$ cat src/rtl/mux8_rr_arbiter.sv
// Round-robin arbiter/sequencer in front of the shared 8:1 32-bit selector.
// Picks one requester per transfer, captures its word and offers it on valid/ready.

module mux_8x1_32bit (
    input  logic [2:0]   sel,
    input  logic [255:0] in_data,
    output logic [31:0]  out_data
);
    logic [31:0] w_slot [8];

    genvar gi;
    generate
        for (gi = 0; gi < 8; gi++) begin : g_slot
            assign w_slot[gi] = in_data[32*gi +: 32];
        end
    endgenerate

    assign out_data = w_slot[sel];
endmodule

module mux8_rr_arbiter #(
    parameter int MAX_BURST = 4,
    parameter int RESET_PTR = 7
) (
    input  logic         clk,
    input  logic         rst_n,
    input  logic [7:0]   req,
    input  logic [7:0]   lock,
    input  logic [255:0] in_data,
    output logic [7:0]   ack,
    output logic [2:0]   sel,
    output logic [31:0]  out_data,
    output logic         out_valid,
    input  logic         out_ready
);
    localparam logic [2:0] BURST_LIM = 3'(MAX_BURST - 1);
    localparam logic [2:0] PTR_INIT  = 3'(RESET_PTR);

    typedef enum logic {ST_EMPTY, ST_FULL} state_t;

    state_t      r_state;
    logic [2:0]  r_sel;
    logic [2:0]  r_burst_cnt;
    logic [31:0] r_out_data;
    logic        r_out_valid;

    logic        w_load;
    logic        w_keep;
    logic        w_scan_found;
    logic [2:0]  w_scan_idx;
    logic [2:0]  w_winner;
    logic [2:0]  w_burst_next;
    logic [31:0] w_mux_data;

    assign w_load = (|req) & (~r_out_valid | out_ready);

    // Scan starts just after the previous winner; the previous winner itself is checked last.
    always_comb begin
        w_scan_found = 1'b0;
        w_scan_idx   = r_sel;
        for (int k = 1; k <= 8; k++) begin
            if (!w_scan_found && req[r_sel + 3'(k)]) begin
                w_scan_found = 1'b1;
                w_scan_idx   = r_sel + 3'(k);
            end
        end
    end

    assign w_keep   = req[r_sel] & lock[r_sel] & (r_burst_cnt < BURST_LIM);
    assign w_winner = w_keep ? r_sel : w_scan_idx;

    always_comb begin
        w_burst_next = r_burst_cnt;
        if (w_keep) begin
            w_burst_next = r_burst_cnt + 3'd1;
        end else if (w_winner != r_sel) begin
            w_burst_next = 3'd0;
        end else if (r_burst_cnt < BURST_LIM) begin
            w_burst_next = r_burst_cnt + 3'd1;
        end else begin
            w_burst_next = BURST_LIM;
        end
    end

    mux_8x1_32bit u_mux (
        .sel      (w_winner),
        .in_data  (in_data),
        .out_data (w_mux_data)
    );

    // Ack is gated by rst_n so nothing is acknowledged for a transfer aborted by reset.
    genvar gi;
    generate
        for (gi = 0; gi < 8; gi++) begin : g_ack
            assign ack[gi] = rst_n & w_load & (w_winner == 3'(gi));
        end
    endgenerate

    always_ff @(posedge clk or negedge rst_n) begin
        if (!rst_n) begin
            r_state     <= ST_EMPTY;
            r_sel       <= PTR_INIT;
            r_burst_cnt <= 3'd0;
            r_out_data  <= 32'd0;
            r_out_valid <= 1'b0;
        end else begin
            case (r_state)
                ST_EMPTY: begin
                    if (w_load) begin
                        r_state     <= ST_FULL;
                        r_sel       <= w_winner;
                        r_burst_cnt <= w_burst_next;
                        r_out_data  <= w_mux_data;
                        r_out_valid <= 1'b1;
                    end
                end
                ST_FULL: begin
                    if (w_load) begin
                        r_sel       <= w_winner;
                        r_burst_cnt <= w_burst_next;
                        r_out_data  <= w_mux_data;
                        r_out_valid <= 1'b1;
                    end else if (out_ready) begin
                        r_state     <= ST_EMPTY;
                        r_out_valid <= 1'b0;
                    end
                end
                default: begin
                    r_state     <= ST_EMPTY;
                    r_out_valid <= 1'b0;
                end
            endcase
        end
    end

    assign sel       = r_sel;
    assign out_data  = r_out_data;
    assign out_valid = r_out_valid;
endmodule

$ cat config.mk
export PLATFORM = sky130hd
export DESIGN_NAME = mux8_rr_arbiter
export DESIGN_NICKNAME = d
export VERILOG_FILES = /design/src/rtl/mux8_rr_arbiter.sv
export SDC_FILE = /design/constraint.sdc
export NUM_CORES = 1
export LEC_CHECK = 0
export BUFFER_PORTS_ARGS = -buffer_cell sky130_fd_sc_hd__buf_4
export CAP_MARGIN = 25
export CELL_PAD_IN_SITES_DETAIL_PLACEMENT = 1
export CELL_PAD_IN_SITES_GLOBAL_PLACEMENT = 1
export CORE_ASPECT_RATIO = 1.1
export CORE_MARGIN = 2
export CORE_UTILIZATION = 34
export CTS_CLUSTER_SIZE = 28
export DETAILED_ROUTE_END_ITERATION = 8
export GPL_ROUTABILITY_DRIVEN = 0
export GPL_TIMING_DRIVEN = 0
export HOLD_SLACK_MARGIN = 0.15
export PLACE_DENSITY = 0.95
export SLEW_MARGIN = 20
export SYNTH_ARGS = -nofsm -noshare
export SYNTH_HDL_FRONTEND = slang
export SYNTH_SLANG_ARGS = --single-unit
$ cat constraint.sdc
create_clock -name clk -period 7.69 [get_ports clk]
set_clock_uncertainty 0.15 [all_clocks]
set_input_delay 0.769 -clock clk [delete_from_list [all_inputs] [get_ports clk]]
set_output_delay 0.769 -clock clk [all_outputs]
set_load 0.005 [all_outputs]
* Word-level counts from Yosys, hierarchy flattened
Index checks and enable logic that the tools add are counted. W data, S select, Z words.
Storage, ports and cells: output and inout port bits 44, latch bits 0, ROM bits 0, memories 0, memory bits (writable) 0, register bits after elaboration 40
Operators by class: reductions and logical operators 17, eq/ne operators 10, order comparisons 10, bitwise gates (word level) 16, multiply operators 0, div/mod/pow operators 0, shifts and indexed selects 0, muxes and demuxes 51, add/sub/neg operators 8
Operator list (count):
- $bmux W32 S3 | 1
- $mux W32 | 3
- $mux W3 | 14
- $lt A3 B4 Y1 const B | 8
- $bmux W1 S3 | 9
- $mux W1 | 22
- $add A3 B3 Y3 const B | 4
- $and A1 B1 Y1 | 12
- $eq A3 B3 Y1 const B | 4
- $reduce_or A8 Y1 | 1
- $logic_and A1 B1 Y1 | 7
- $logic_not A1 Y1 | 7
- $add A3 B1 Y3 const B | 2
- $add A3 B2 Y3 const B | 2
- $eq A3 B2 Y1 const B | 2
- $ge A4 B4 Y1 const B | 1
- $not A3 Y4 | 1
- $pmux W1 S2 | 2
- $eq A3 B1 Y1 const B | 1
- $logic_not A3 Y1 | 1
- $lt A3 B2 Y1 const B | 1
- $ne A3 B2 Y1 const B | 1
- $ne A3 B3 Y1 | 1
- $ne A2 B2 Y1 const B | 1
- 3 further kinds | 4

* Depth between registers and ports, before layout
depth in word-level cells 31, depth in mapped cells 16

* Hierarchy
From an unflattened synthesis, not the netlist that was laid out.
Second synthesis, totals: cell total of the unflattened synthesis 438, area, all modules 4883.4 um2
By module, submodules not included:
- mux8_rr_arbiter | area an instance 2810.2 um2, sequential area each 1004.7 um2, instances 1, cells an instance 324
- mux_8x1_32bit | area an instance 2073.2 um2, sequential area each 0.0 um2, instances 1, cells an instance 114

* Worst setup path after synthesis
Ideal clock, no wire load.
kind register to output, start register r_sel[1], in the netlist sel[1], end output ack[6], stages on the path, launching flop included 16, data arrival time 3.767 ns, required time 6.771 ns, slack 3.004 ns, cells stage by stage dfstp_2 -> buf_2 -> buf_2 -> clkinv_1 -> ha_1 -> buf_2 -> clkbuf_1 -> mux4_2 -> a21oi_1 -> a31oi_1 -> nor4_1 -> o32ai_4 -> o21ai_2 -> nand4_1 -> buf_4 -> nor2_1
On the way: word-level cells in the longest chain between the ends 28
Ends and longest elaborated chain:
- start, declared | RTL line 42 | logic [2:0] r_sel;
- start signal, assigned | RTL line 111 | r_sel <= w_winner;
- start signal, assigned | RTL line 119 | r_sel <= w_winner;
- $add A3 B1 Y3 | RTL line 62, 64
- $bmux W1 S3 | RTL line 62 | if (!w_scan_found && req[r_sel + 3'(k)]) begin
- $mux W1 (implied by the code) | RTL line 62
- $mux W1 | RTL line 62
- $logic_not A1 Y1 | RTL line 62
- $logic_and A1 B1 Y1 | RTL line 62
- $mux W1 | RTL line 62
- $logic_not A1 Y1 | RTL line 62
- [12 not listed]
- $logic_and A1 B1 Y1 | RTL line 62
- $mux W1 | RTL line 62
- $logic_not A1 Y1 | RTL line 62
- $logic_and A1 B1 Y1 | RTL line 62
- $mux W3 | RTL line 62
- $mux W3 (*) | RTL line 70 | assign w_winner = w_keep ? r_sel : w_scan_idx;
- $eq A3 B3 Y1 (*) | RTL line 95 | assign ack[gi] = rst_n & w_load & (w_winner == 3'(gi));
- $and A1 B1 Y1 (*) | RTL line 95
- end, declared | RTL line 30 | output logic [7:0] ack,
Every way passes the cells marked *; elsewhere a longest branch is shown, timed or not. The select of a mux whose other input is x is not followed.

* Final worst setup path
start register r_sel[1], in the netlist sel[1], end output ack[7]
Same word-level chain as after synthesis.

==> reports/summary.md <==
- critical-path maximum fanout: 10
- wire length per cell after detailed routing: 25.5 um
- element type at the critical path end: output pin
- worst-case clock buffer depth: 2
- initial standard-cell utilization of the core: 34.6%
- via count of the first global-routing pass: 8009
- clock insertion delay at the later pin of the skew report: 0.30 ns
- total via count in the routed design: 7433
- number of buffers added to fix hold violations after cts: 0
- async set or reset register ratio after synthesis: 100%
- die span in x: 127 um
- PostCTS Resize Cnt: 0
- leading cell type in the layout, fill and taps excluded: sky130_fd_sc_hd__buf_4
- global-route usage over all layers: 32.9%
- Detailed Route WL: 30100 um
- Clock Pin Slew Worst Setup and Hold Paths: 0.07 ns
- CTS tree: yes
- floorplan die height: 139 um
- worst voltage drop across the vdd grid: 0.331 mV
- antenna violations before repair: 0
- period utilization: 82.7%
- Post-Syn Area: 5630 sq um
- Leakage Power: 3.93 nW
- number of synthesized flops with an enable pin: 0
- kind of launch point of the worst setup path: flip-flop
- R2R Setup Slk: 2.24 ns
- net count of the mapped netlist: 930
- detailed-placement wirelength estimate: 23700 um
- Die Area: 17600 sq um
- worst min path class: in -> async
- final design utilization: 52.0%
- Crit path arrival time: 5.44 ns
- First DRT Iteration DRCs: 575
- number of sinks on the clock net: 40
- 1st-pass router iterations: 5
- Final setup viols: 0
- Reg area: 1000 sq um
- Setup Crit Path Kind: reg -> out
- antenna diode count: 0
- Yosys Warn Count: 0
- per-instance average area after synthesis: 8.63 sq um
- setup TNS: 0 ns
- Post-CTS Setup Repair Bufs: 0
- Boundary Pins: 319
- Hold Violations, Final: 0
- share of cells above drive strength 1: 42.5%
- number of remaining DRC errors: 0
- maximum number of pins on one net before global-route repair: 43
- number of port buffers: 318
- wire length of the first global-routing pass: 45400 um
- post-synthesis sequential area ratio: 17.9%
- run status: complete, no violations
- maximum operating frequency: 157 MHz
- cts bufs inserted: 5
- net count of the finished layout: 1255
- standard-cell row count: 49
- number of filler cells placed in the layout: 1964
- actual slew at the worst max-slew pin: 0.881 ns
- layout-stage area growth over the synthesis result: 50.2%
- final standard cell area without fillers: 8450 sq um
- cell chosen for the clock root: sky130_fd_sc_hd__clkbuf_16
- count of different cell masters after synthesis: 59
- reg-to-reg startpoint: sel[1]
- Critical R2R Capture: out_data[16]
- highest-count cells in the layout ignoring fill and taps: 323 x sky130_fd_sc_hd__buf_4, 83 x sky130_fd_sc_hd__mux2i_1, 46 x sky130_fd_sc_hd__o21ai_0, 37 x sky130_fd_sc_hd__clkbuf_1, 37 x sky130_fd_sc_hd__dfrtp_1
- Data required, critical path: 6.77 ns
- gate count after technology mapping: 652
- number of nets with antenna violations after routing: 0
- post-route minimum period: 6.36 ns
- Worst R2R Path Depth: 16
- pins over their slew limit: 0
- cell area reported after detailed placement: 8270 sq um
- post-DR vias/cell: 6.29
- Congestion Overflow GR: 0
- multi-input gate area in the final layout: 4250 sq um
- power per standard cell area: 681 nW/um^2
- number of synthesized register bits: 40
- Placeable Area: 16200 sq um
- Clock H-tree levels: 2
- RSZ-0062 raised after global routing: no
- total of max-cap violations: 0
- most used flip-flop cell after synthesis: sky130_fd_sc_hd__dfrtp_1
- Max-slew headroom: 41.1%
[layout make-up]
type	instances	share of cell area (%)
sequential	40	11.9
buffer	69	4.06
multi-input combinational	536	50.3
tap	204	3.02
clock inverter	1	0.355
inverter	7	0.311
clock buffer	7	1.81
timing repair buffer	318	28.2
[synthesized netlist by cell type (7+ instances only)]
cell	number	area, sq um
sky130_fd_sc_hd__a211oi_1	12	90.1
sky130_fd_sc_hd__a21oi_1	28	140
sky130_fd_sc_hd__a221o_1	21	210
sky130_fd_sc_hd__a221oi_1	36	315
sky130_fd_sc_hd__a221oi_2	18	270
sky130_fd_sc_hd__a31oi_1	24	150
sky130_fd_sc_hd__and3_1	14	87.6
sky130_fd_sc_hd__buf_2	22	110
sky130_fd_sc_hd__clkbuf_1	37	139
sky130_fd_sc_hd__dfrtp_1	37	926
sky130_fd_sc_hd__mux2_1	11	124
sky130_fd_sc_hd__mux2_2	7	78.8
sky130_fd_sc_hd__mux2i_1	83	831
sky130_fd_sc_hd__mux4_2	15	338
sky130_fd_sc_hd__nand2_1	26	97.6
sky130_fd_sc_hd__nand3_1	18	90.1
sky130_fd_sc_hd__nor2_1	23	86.3
sky130_fd_sc_hd__nor2b_1	35	219
sky130_fd_sc_hd__o21a_1	13	97.6
sky130_fd_sc_hd__o21ai_0	46	230
sky130_fd_sc_hd__o21ai_1	25	125
sky130_fd_sc_hd__o22ai_1	21	131
sky130_fd_sc_hd__o31ai_1	11	82.6
[metal layers]
layer	share of wire (%)	wire length, um	global-route usage (%)	vias up
li1	-	-	-	3265
met1	39	11700	40.7	3719
met2	51	15400	58.1	382
met3	7.1	2120	5.75	67
met4	3.0	888	10.2	0
met5	0	0	0	-
[worst max path at each step]
stage	startpoint	end	slack (ns)	cells after the start
CTS	sel[1]	ack[0]	1.34	16
global route	sel[1]	ack[3]	1.02	16
detailed placement	sel[1]	ack[0]	1.66	16
floorplan	sel[1]	ack[6]	3.00	15
global placement	sel[1]	ack[0]	1.86	16
finish	sel[1]	ack[7]	1.33	16
[registers in the layout (all words and copies together), names as in the netlist]
register	flops
sel	3
r_burst_cnt	3
r_state	1
out_data	32
out_valid	1
[report_power, final]
| part | leakage [nW] | switching, mW | internal (mW) |
|---|---|---|---|
| clock | 0.0901 | 0.102 | 0.172 |
| sequential | 0.484 | 0.0765 | 0.337 |
| combinational | 3.36 | 3.03 | 2.04 |
| total | 3.93 | 3.21 | 2.55 |
[per-stage QoR]
stage / cells / setup WS (ns) / hold WS (ns) / power, mW
2_1_floorplan: 652 / 3.00 / 0.304 / 3.85
6_report: 1182 / 1.33 / 0.340 / 5.75
3_3_place_gp: 1174 / 1.86 / 0.314 / 5.18
3_5_place_dp: 1174 / 1.66 / 0.322 / 5.40
4_1_cts: 1182 / 1.34 / 0.338 / 5.69
5_1_grt: 1182 / 1.02 / 0.367 / 6.10
[logic make-up after synthesis]
kind of cell	count (synthesis)	synth area share [%]
flip-flops	40	17.9
buffers and inverters	76	6.56
AO/OA/AOI/OAI	278	37.2
AND/OR/NAND/NOR	133	12.4
multiplexers	116	24.4
adder cells (fa/ha/maj)	3	0.667
XOR/XNOR	6	0.934
[critical path, stage by stage, from the launching register on]
cell	delay [ns]
sky130_fd_sc_hd__dfstp_2	0.55
sky130_fd_sc_hd__buf_2	0.21
sky130_fd_sc_hd__buf_2	0.30
sky130_fd_sc_hd__clkinv_1	0.32
sky130_fd_sc_hd__ha_1	0.30
sky130_fd_sc_hd__clkbuf_1	0.23
sky130_fd_sc_hd__xnor2_1	0.58
sky130_fd_sc_hd__mux4_2	0.43
sky130_fd_sc_hd__nor3b_4	0.29
sky130_fd_sc_hd__a22oi_4	0.15
sky130_fd_sc_hd__a211o_1	0.32
sky130_fd_sc_hd__nand2_1	0.31
sky130_fd_sc_hd__buf_2	0.33
sky130_fd_sc_hd__buf_2	0.31
sky130_fd_sc_hd__nand2_1	0.19
sky130_fd_sc_hd__nor2_1	0.19
sky130_fd_sc_hd__buf_4	0.13
No activity file was read; power rests on OpenSTA's default activity.
